===== config.mk =====
export PLATFORM = sky130hd
export DESIGN_NAME = usr_seq_ctrl_flat
export DESIGN_NICKNAME = d
export VERILOG_FILES = /design/src/rtl/usr_seq_ctrl_pkg.sv /design/src/rtl/usr_seq_ctrl_if.sv /design/src/rtl/usr_bit_counter.sv /design/src/rtl/usr_seq_ctrl.sv /design/src/flat_wrapper.sv
export SDC_FILE = /design/constraint.sdc
export NUM_CORES = 1
export LEC_CHECK = 0
export CORE_ASPECT_RATIO = 0.7
export CORE_MARGIN = 2
export CORE_UTILIZATION = 40
export CTS_CLUSTER_SIZE = 28
export DETAILED_ROUTE_END_ITERATION = 10
export PLACE_DENSITY_LB_ADDON = 0.25
export SLEW_MARGIN = 15
export SYNTH_ARGS = -nofsm -noshare
export SYNTH_HDL_FRONTEND = slang
export SYNTH_HIERARCHICAL = 1
export SYNTH_SLANG_ARGS = --single-unit

===== constraint.sdc =====
create_clock -name clk -period 1.7 [get_ports clk]
set_input_delay 0.17 -clock clk [delete_from_list [all_inputs] [get_ports clk]]
set_output_delay 0.17 -clock clk [all_outputs]
set_load 0.03 [all_outputs]

===== src/rtl/usr_seq_ctrl_pkg.sv =====
// Shared types and register mode encodings for the universal shift register sequencer.
package usr_ctrl_pkg;

    typedef enum logic [1:0] {
        IDLE,
        LOAD,
        SHIFT,
        DONE
    } state_t;

    localparam logic [1:0] USR_HOLD = 2'b00;
    localparam logic [1:0] USR_SHR  = 2'b01;
    localparam logic [1:0] USR_SHL  = 2'b10;
    localparam logic [1:0] USR_LOAD = 2'b11;

    // Mode select for a shift in the latched direction (0 = right, 1 = left).
    function automatic logic [1:0] shift_mode(input logic dir);
        return dir ? USR_SHL : USR_SHR;
    endfunction

endpackage


===== src/rtl/usr_seq_ctrl_if.sv =====
// Command channel (valid/ready plus payload) feeding the sequencer.
interface usr_seq_ctrl_if #(
    parameter int N  = 4,
    parameter int CW = $clog2(N + 1)
) ();
    logic          cmd_valid;
    logic          cmd_ready;
    logic [N-1:0]  cmd_data;
    logic          cmd_dir;
    logic [CW-1:0] cmd_amt;
    logic          cmd_fill;
    logic          cmd_rot;

    modport master (
        output cmd_valid, cmd_data, cmd_dir, cmd_amt, cmd_fill, cmd_rot,
        input  cmd_ready
    );

    modport slave (
        input  cmd_valid, cmd_data, cmd_dir, cmd_amt, cmd_fill, cmd_rot,
        output cmd_ready
    );
endinterface


===== src/rtl/usr_bit_counter.sv =====
// Loadable down-counter: load value saturates to N, decrement stops at zero.
module usr_bit_counter #(
    parameter int N  = 4,
    parameter int CW = $clog2(N + 1)
) (
    input  logic          clk,
    input  logic          reset_n,
    input  logic          load_i,
    input  logic [CW-1:0] load_val_i,
    input  logic          en_i,
    output logic [CW-1:0] cnt_o,
    output logic          zero_o
);
    localparam logic [CW-1:0] NMAX = CW'(N);

    logic [CW-1:0] cnt_q;

    // Counter register: load has priority over decrement.
    always_ff @(posedge clk or negedge reset_n) begin
        if (!reset_n) begin
            cnt_q <= '0;
        end else if (load_i) begin
            cnt_q <= (load_val_i > NMAX) ? NMAX : load_val_i;
        end else if (en_i && (cnt_q != '0)) begin
            cnt_q <= cnt_q - 1'b1;
        end
    end

    assign cnt_o  = cnt_q;
    assign zero_o = (cnt_q == '0);
endmodule


===== src/rtl/usr_seq_ctrl.sv =====
// Sequencer for an N-bit universal shift register: LOAD, counted SHIFTs, DONE pulse.
// Optional feature macro: USR_ROTATE_EN (rotate by feeding the outgoing bit back as fill).
module usr_seq_ctrl
    import usr_ctrl_pkg::*;
#(
    parameter int N  = 4,
    parameter int CW = $clog2(N + 1)
) (
    input  logic          clk,
    input  logic          reset_n,
    usr_seq_ctrl_if.slave cmd,
    input  logic          pause,
    output logic [1:0]    usr_s,
    output logic [N-1:0]  usr_i,
    output logic          usr_msb_in,
    output logic          usr_lsb_in,
    input  logic [N-1:0]  usr_q,
    output logic          ser_out,
    output logic          ser_valid,
    output logic          busy,
    output logic          done
);
    state_t        state_q, state_d;
    logic [1:0]    usr_s_q, usr_s_d;
    logic [N-1:0]  usr_i_q, usr_i_d;
    logic          msb_q, msb_d, lsb_q, lsb_d;
    logic          ser_out_q, ser_out_d, ser_valid_q, ser_valid_d;
    logic          busy_q, busy_d, done_q, done_d, ready_q, ready_d;
    logic          dir_q, dir_d, fill_q, fill_d;
    logic          cnt_load, cnt_en, cnt_zero, go_shift;
    logic [CW-1:0] cnt;
    logic          usr_q_unused;

    assign usr_q_unused = ^usr_q;

`ifdef USR_ROTATE_EN
    logic rot_q, rot_d;
`else
    logic rot_unused;
    assign rot_unused = cmd.cmd_rot;
`endif

    usr_bit_counter #(.N(N), .CW(CW)) u_cnt (
        .clk        (clk),
        .reset_n    (reset_n),
        .load_i     (cnt_load),
        .load_val_i (cmd.cmd_amt),
        .en_i       (cnt_en),
        .cnt_o      (cnt),
        .zero_o     (cnt_zero)
    );

    // State, latched command fields and all registered outputs.
    always_ff @(posedge clk or negedge reset_n) begin
        if (!reset_n) begin
            state_q     <= IDLE;
            usr_s_q     <= USR_HOLD;
            usr_i_q     <= '0;
            msb_q       <= 1'b0;
            lsb_q       <= 1'b0;
            ser_out_q   <= 1'b0;
            ser_valid_q <= 1'b0;
            busy_q      <= 1'b0;
            done_q      <= 1'b0;
            ready_q     <= 1'b1;
            dir_q       <= 1'b0;
            fill_q      <= 1'b0;
`ifdef USR_ROTATE_EN
            rot_q       <= 1'b0;
`endif
        end else begin
            state_q     <= state_d;
            usr_s_q     <= usr_s_d;
            usr_i_q     <= usr_i_d;
            msb_q       <= msb_d;
            lsb_q       <= lsb_d;
            ser_out_q   <= ser_out_d;
            ser_valid_q <= ser_valid_d;
            busy_q      <= busy_d;
            done_q      <= done_d;
            ready_q     <= ready_d;
            dir_q       <= dir_d;
            fill_q      <= fill_d;
`ifdef USR_ROTATE_EN
            rot_q       <= rot_d;
`endif
        end
    end

    // Next-state and next-output decode; outputs describe the cycle being entered.
    // ser_valid_q doubles as "the current SHIFT cycle actually shifts" (not paused).
    always_comb begin
        state_d     = state_q;
        usr_s_d     = USR_HOLD;
        usr_i_d     = usr_i_q;
        msb_d       = 1'b0;
        lsb_d       = 1'b0;
        ser_out_d   = 1'b0;
        ser_valid_d = 1'b0;
        busy_d      = 1'b0;
        done_d      = 1'b0;
        ready_d     = 1'b0;
        dir_d       = dir_q;
        fill_d      = fill_q;
`ifdef USR_ROTATE_EN
        rot_d       = rot_q;
`endif
        cnt_load    = 1'b0;
        cnt_en      = 1'b0;
        go_shift    = 1'b0;

        case (state_q)
            IDLE: begin
                if (cmd.cmd_valid && ready_q) begin
                    state_d  = LOAD;
                    usr_s_d  = USR_LOAD;
                    usr_i_d  = cmd.cmd_data;
                    dir_d    = cmd.cmd_dir;
                    fill_d   = cmd.cmd_fill;
`ifdef USR_ROTATE_EN
                    rot_d    = cmd.cmd_rot;
`endif
                    cnt_load = 1'b1;
                    busy_d   = 1'b1;
                end else begin
                    ready_d = 1'b1;
                end
            end
            LOAD: begin
                busy_d = 1'b1;
                if (cnt_zero) begin
                    state_d = DONE;
                    done_d  = 1'b1;
                end else begin
                    state_d  = SHIFT;
                    go_shift = 1'b1;
                end
            end
            SHIFT: begin
                busy_d = 1'b1;
                cnt_en = ser_valid_q;
                if (ser_valid_q && (cnt == CW'(1))) begin
                    state_d = DONE;
                    done_d  = 1'b1;
                end else if (!pause) begin
                    go_shift = 1'b1;
                end
            end
            DONE: begin
                state_d = IDLE;
                ready_d = 1'b1;
            end
            default: begin
                state_d = IDLE;
                ready_d = 1'b1;
            end
        endcase

        if (go_shift) begin
            usr_s_d     = shift_mode(dir_q);
            ser_out_d   = dir_q ? usr_q[N-1] : usr_q[0];
            ser_valid_d = 1'b1;
            msb_d       = fill_q;
            lsb_d       = fill_q;
`ifdef USR_ROTATE_EN
            if (rot_q) begin
                if (dir_q) lsb_d = usr_q[N-1];
                else       msb_d = usr_q[0];
            end
`endif
        end
    end

    assign cmd.cmd_ready = ready_q;
    assign usr_s         = usr_s_q;
    assign usr_i         = usr_i_q;
    assign usr_msb_in    = msb_q;
    assign usr_lsb_in    = lsb_q;
    assign ser_out       = ser_out_q;
    assign ser_valid     = ser_valid_q;
    assign busy          = busy_q;
    assign done          = done_q;
endmodule


===== src/flat_wrapper.sv =====
// flat-port wrapper written by rule: the top's interface ports become plain ports
module usr_seq_ctrl_flat import usr_ctrl_pkg::*;
#(
    parameter int N  = 4,
    parameter int CW = $clog2(N + 1)
)
  (clk, reset_n, pause, usr_s, usr_i, usr_msb_in, usr_lsb_in, usr_q, ser_out, ser_valid, busy, done, cmd_cmd_valid, cmd_cmd_data, cmd_cmd_dir, cmd_cmd_amt, cmd_cmd_fill, cmd_cmd_rot, cmd_cmd_ready);
  usr_seq_ctrl_if #(.N(N), .CW(CW)) cmd_i ();
  input  logic clk;
  input  logic reset_n;
  input  logic pause;
  output logic [1:0] usr_s;
  output logic [N-1:0] usr_i;
  output logic usr_msb_in;
  output logic usr_lsb_in;
  input  logic [N-1:0] usr_q;
  output logic ser_out;
  output logic ser_valid;
  output logic busy;
  output logic done;
  input wire logic [$bits(cmd_i.cmd_valid)-1:0] cmd_cmd_valid;
  input wire logic [$bits(cmd_i.cmd_data)-1:0] cmd_cmd_data;
  input wire logic [$bits(cmd_i.cmd_dir)-1:0] cmd_cmd_dir;
  input wire logic [$bits(cmd_i.cmd_amt)-1:0] cmd_cmd_amt;
  input wire logic [$bits(cmd_i.cmd_fill)-1:0] cmd_cmd_fill;
  input wire logic [$bits(cmd_i.cmd_rot)-1:0] cmd_cmd_rot;
  output wire logic [$bits(cmd_i.cmd_ready)-1:0] cmd_cmd_ready;
  assign cmd_i.cmd_valid = cmd_cmd_valid;
  assign cmd_i.cmd_data = cmd_cmd_data;
  assign cmd_i.cmd_dir = cmd_cmd_dir;
  assign cmd_i.cmd_amt = cmd_cmd_amt;
  assign cmd_i.cmd_fill = cmd_cmd_fill;
  assign cmd_i.cmd_rot = cmd_cmd_rot;
  assign cmd_cmd_ready = cmd_i.cmd_ready;
  usr_seq_ctrl #(.N(N), .CW(CW)) u_core (.clk(clk), .reset_n(reset_n), .cmd(cmd_i), .pause(pause), .usr_s(usr_s), .usr_i(usr_i), .usr_msb_in(usr_msb_in), .usr_lsb_in(usr_lsb_in), .usr_q(usr_q), .ser_out(ser_out), .ser_valid(ser_valid), .busy(busy), .done(done));
endmodule

Word-level counts from Yosys, hierarchy flattened
Cells that the tools add are included.
- bits in registers: 19
- output and inout port bits: 13
- add/subtract/negate cells: 1
- order comparisons: 1
- eq/ne operators: 6
- multiplexer cells: 28
- reduce and logical (&&, ||, !) cells: 10
- operator list (cell ; count):
    two-way mux 1 bit ; 14
    two-way mux 2 bit ; 6
    two-way mux 3 bit ; 3
    case mux 1 bit (2 select lines) ; 4
    case mux 2 bit (4 select lines) ; 1
    == test 2 bit (second input constant) ; 2
    inequality test 2 x 1 -> 1 bit (second input constant) ; 2
    AND reduction 2 bit ; 2
    == test 3 x 1 -> 1 bit (second input constant) ; 1
    > comparator 3 bit (second input constant) ; 1
    logical AND 1 bit ; 3
    logical NOT 3 bit ; 1
    nonzero test 3 bit ; 1
    subtractor 3 x 1 -> 3 bit (second input constant) ; 1
    == test 2 x 1 -> 1 bit (second input constant) ; 1
    logical NOT 2 bit ; 1
    nonzero test 2 bit ; 1
    OR reduction 2 bit ; 1

Logic depth before layout (Yosys ltp)
- depth after elaboration: 5
- gate-level depth with buffers: 6

Cells and area by module
The synthesis kept the hierarchy.
- by module, submodules not included (module ; instances ; cells an instance ; area each (µm²) ; sequential area each (µm²)):
    usr_seq_ctrl ; 1 ; 69 ; 759.5 ; 401.6
    usr_bit_counter ; 1 ; 20 ; 207.7 ; 75.1

Worst setup path before layout
OpenSTA, ideal clock, no wires.
- path type: flip-flop to flip-flop
- from: register u_core.state_q[0]
- to: register u_core.u_cnt.cnt_q[2], in the netlist u_core/u_cnt/cnt_o[2]
- arrival time: 1677 ps
- data required time: 1584 ps
- setup slack: -92 ps
- cell stages (with the launch flop): 7
- period minus slack after synthesis: 1792 ps
- cell sequence: dfrtp_1 inv_1 ha_1 nand3_2 clkinv_1 or4b_1 o311ai_0
- RTL lines (element ; line ; source):
    from (decl) ; usr_seq_ctrl.sv:23 ; state_t state_q, state_d;
    from (signal assigned) ; usr_seq_ctrl.sv:72 ; state_q <= state_d;
    logical NOT 2 bit * ; usr_seq_ctrl.sv:112 ; case (state_q)
    two-way mux 1 bit * ; usr_seq_ctrl.sv:112 ;
    net u_core.cnt_load ; usr_seq_ctrl.sv:30 ; logic cnt_load, cnt_en, cnt_zero, go_shift;
    two-way mux 3 bit or nonzero test 2 bit (tied branches) ; -- ;
    to (signal assigned) ; usr_bit_counter.sv:23 ; cnt_q <= (load_val_i > NMAX) ? NMAX : load_val_i;
    to (signal assigned) ; usr_bit_counter.sv:25 ; cnt_q <= cnt_q - 1'b1;
    to (decl) ; usr_bit_counter.sv:16 ; logic [CW-1:0] cnt_q;
The timed path passes the listed nets; every way through them passes the cells marked *.
A chain may end at the register's enable or synchronous reset.

Final worst setup path
- from: register u_core.u_cnt.cnt_q[1], in the netlist u_core/u_cnt/cnt_o[1]
- to: register u_core.u_cnt.cnt_q[1], in the netlist u_core/u_cnt/cnt_o[1]
- word-level cells in the longest chain between the ends: 3
- RTL lines (element ; line ; source):
    subtractor 3 x 1 -> 3 bit or nonzero test 3 bit (tied branches) ; usr_bit_counter.sv:25, usr_bit_counter.sv:24 ;
    two-way mux 3 bit or logical AND 1 bit (tied branches) ; usr_bit_counter.sv:24 ; end else if (en_i && (cnt_q != '0)) begin
    two-way mux 3 bit or nonzero test 2 bit (tied branches) ; -- ;
Several ways; a longest one is shown, not always the timed one. The select of a mux whose other input is x is not followed.

==> metrics.yaml <==
status:
  outcome: "completed"
power:
  pwr-share-comb_pct: 58.0
  clkPwrFrac_pct: 9.7
  intPower_w: 0.001375
  p_sw_share_pct: 41.05
  seq_power_share_pct: 32.2
  ir_drop_mv: 0.6795
  power_density_nw_per_um2: 1699
  total_leakage_power_nw: 0.6243
  switchingPower_w: 0.0009572
setup_path:
  ff2ff_path_depth: 5
  crit_cells: 5
  critPathLaunchType: "flop"
  arrival_ns: 1.83
  crit_slowest_cell: "or4b_1"
  required_ns: 1.93
  crit_top_cell: "ha_1"
  worstPathCellList: "inv_1, ha_1, ha_1, or4b_1, o211ai_2"
  critPathMaxFanout: 6
  slowest_delay_ns: 0.54
  critPathCaptureType: "flop"
  crit_buf_inv: 1
  crit_family: "simple AND/OR/NAND/NOR gates"
  worstSetupPathType: "flop to flop"
drt:
  drt-initial-drc-count: 36
  routed.top_layer: "met4"
  vias: 747
  totalWireLength_um: 1900
  wl_met2_um: 893
  postRouteAntennaNets: 0
  firstDrtPassIters: 3
  routedWlPerCell_um: 11.95
  post-route-drc-count: 0
  wl_met1_um: 855
  drt-vias-per-instance: 4.698
  wl_met3_um: 119
synthesis:
  seq_area_frac_synth_pct: 49.29
  synth-warning-count: 6
  syn_area_per_cell_um2: 10.87
  syn_nets: 114
  syn_area_um2: 967.2
  netlist.top_cell.by_area: "dfrtp_1"
  ys_top_cells_by_area: "dfrtp_1, ha_1, nand2_1"
  synth.distinct_cells: 29
  ys_ff_latch: 19
  syn_inst: 89
  synthDominantCellAreaShare_pct: 46.57
sta:
  setup_slack_ns: 0.09660
  finalSetupViolations: 0
  fmax_ghz: 0.6237
  fin_crit_sh_pct: 94.32
  slew_violations: 0
  hold_violations: 0
  setup_tns_ns: 0
  timing.hold.ws_ns: 0.1768
  max_slew.worst_pin.slew_ns: 0.4596
  rsz0062_at_grt: "false"
  fin_crit_ns: 1.603
  clock_skew_ns: 0.001640
  maxSlewHeadroom_pct: 69.26
grt:
  antenna_found_initial: 0
  grt-ovfl-total: 0
  grt_max_degree: 12
  track_usage_pct: 15.81
  grt_pass1_wl_um: 3263
  grt_pass1_vias: 722
clock_network:
  cts_hold_buffers: 0
  clk_latency_ns: 0.30
  cts_sinks: 19
  cts_tree: "done"
  root_buffer: "clkbuf_4"
  max-clock-path-buffers: 2
  cts_htree_levels: 1
  cts_buffers: 3
  path_clk_slew_ns: 0.11
floorplanning:
  die_w_um: 62.77
  dieArea_um2: 2833
  die-height_um: 45.14
  io_pins: 31
  start_util_pct: 43.48
  rows: 14
  coreArea_um2: 2225
finish:
  final_nets: 153
  multi_input_area_um2: 471.7
  area_growth_pct: 41.91
  fill_cells: 200
  diodes: 0
  ff_latch_area_um2: 476.7
  mostFrequentLayoutCells: "clkdlybuf4s50_1, nand2_1, dfrtp_1, buf_4"
  stdcell_count: 159
  layout_commonest_cell: "clkdlybuf4s50_1"
  design_area_um2: 1373
  layout-drive-gt1-share_pct: 19.69
placed_design:
  placed_cells: 153
  globalplace.congestion: 0.8623
  dp_hpwl_um: 1519
  place_area_um2: 1316
  port_buffers: 27
  dp_slack_ns: 0.06315
hold_path:
  hp-class: "primary input to async pin"
job:
  drv_cap: 0
[stage by stage]
stage	total power, W	util (%)
2_1_floorplan	0.001581	-
3_5_place_dp	0.002052	59.17
3_3_place_gp	0.002005	59.17
4_1_cts	0.002282	60.35
6_report	0.002332	61.70
5_1_grt	0.002514	61.70
[area by class of cell]
cell class / instances / share of cell area (%)
inverter: 7 / 2.005
clock inverter: 1 / 0.3646
tap: 32 / 2.917
multi-input combinational: 62 / 34.37
timing repair buffer: 35 / 23.97
sequential: 19 / 34.73
clock buffer: 3 / 1.641
[power by group through the flow]
stage	clock, W	combinational, W	sequential (W)
global route	0.000259	0.00147	0.000782
finish	0.000227	0.00135	0.000752
global placement	0	0.00125	0.000754
detailed placement	0	0.00129	0.000765
floorplan	0	0.000610	0.000971
CTS	0.000241	0.00129	0.000753
[flip-flops by register name, summed over array words and instances, names as in the netlist]
| signal | cells |
|---|---|
| u_core/usr_i | 4 |
| u_core/u_cnt/cnt_o | 3 |
| u_core/busy | 1 |
| u_core/usr_s | 2 |
| u_core/ser_out | 1 |
| u_core/state_q | 2 |
| u_core/fill_q | 1 |
| u_core/done | 1 |
| u_core/dir_q | 1 |
| u_core/cmd.cmd_ready | 1 |
| u_core/ser_valid | 1 |
| u_core/usr_lsb_in | 1 |
[cells by family (layout without fill, tap and decap cells)]
kind of cell    after synthesis  in the layout  synth area share, %
simple gates                 41             41                23.54
fa+ha+maj                     7              7                9.055
buf+inv                       8             46                3.493
flops                        19             19                49.29
mux                           4              4                4.786
compound gates               10             10                9.833
[final timing paths]
kind	start	endpoint	slack (ns)
max	u_core/u_cnt/cnt_o[1]$_DFFE_PN0P_	u_core/u_cnt/cnt_o[1]$_DFFE_PN0P_	0.1
min	reset_n	u_core/usr_s[0]$_DFF_PN0_	0.18
max reg2reg	u_core/u_cnt/cnt_o[1]$_DFFE_PN0P_	u_core/u_cnt/cnt_o[1]$_DFFE_PN0P_	0.1
min reg2reg	u_core/fill_q$_DFFE_PN0P_	u_core/fill_q$_DFFE_PN0P_	0.48
max in group asynchronous	reset_n	u_core/u_cnt/cnt_o[1]$_DFFE_PN0P_	1.03
min in group clk	cmd_cmd_data[2]	u_core/usr_i[2]$_DFFE_PN0P_	0.39
[worst reg2reg max path, delay by kind of cell (launching register included)]
family	cells	cell delay [ns]
AO/OA/AOI/OAI	1	0.09
buffers and inverters	1	0.06
adder cells (fa/ha/maj)	2	0.45
AND/OR/NAND/NOR	1	0.54
flip-flops	1	0.39
[cell usage after synthesis, drive strengths merged]
| master | instances |
|---|---|
| o311ai | 1 |
| nor3b | 1 |
| o211ai | 2 |
| ha | 7 |
| mux2 | 2 |
| buf | 1 |
| nand2 | 23 |
| a211oi | 1 |
| or4b | 3 |
| and4bb | 1 |
| clkinv | 1 |
| dfrtp | 18 |
| nand3 | 1 |
| nand2b | 2 |
| inv | 6 |
| and2 | 3 |
| a21boi | 1 |
| mux2i | 2 |
| nand4bb | 1 |
| nor2b | 1 |
| nor2 | 3 |
| a21oi | 3 |
| a2bb2oi | 1 |
| dfstp | 1 |
| o32ai | 1 |
| nand3b | 2 |
[timing repair]
item / CTS / global route
setup endpoints to repair: 1 / 5
hold endpoints to repair: 0 / 0
setup buffers: 0 / 2
gates resized for setup: 1 / 3
[routing by layer]
| layer | vias to the layer above | track usage, % |
|---|---|---|
| met4 | 0 | 6.667 |
| met2 | 21 | 25.59 |
| met5 | - | 0 |
| li1 | 375 | - |
| met3 | 5 | 6.234 |
| met1 | 346 | 19.37 |
No activity file was read; power rests on OpenSTA's default activity.
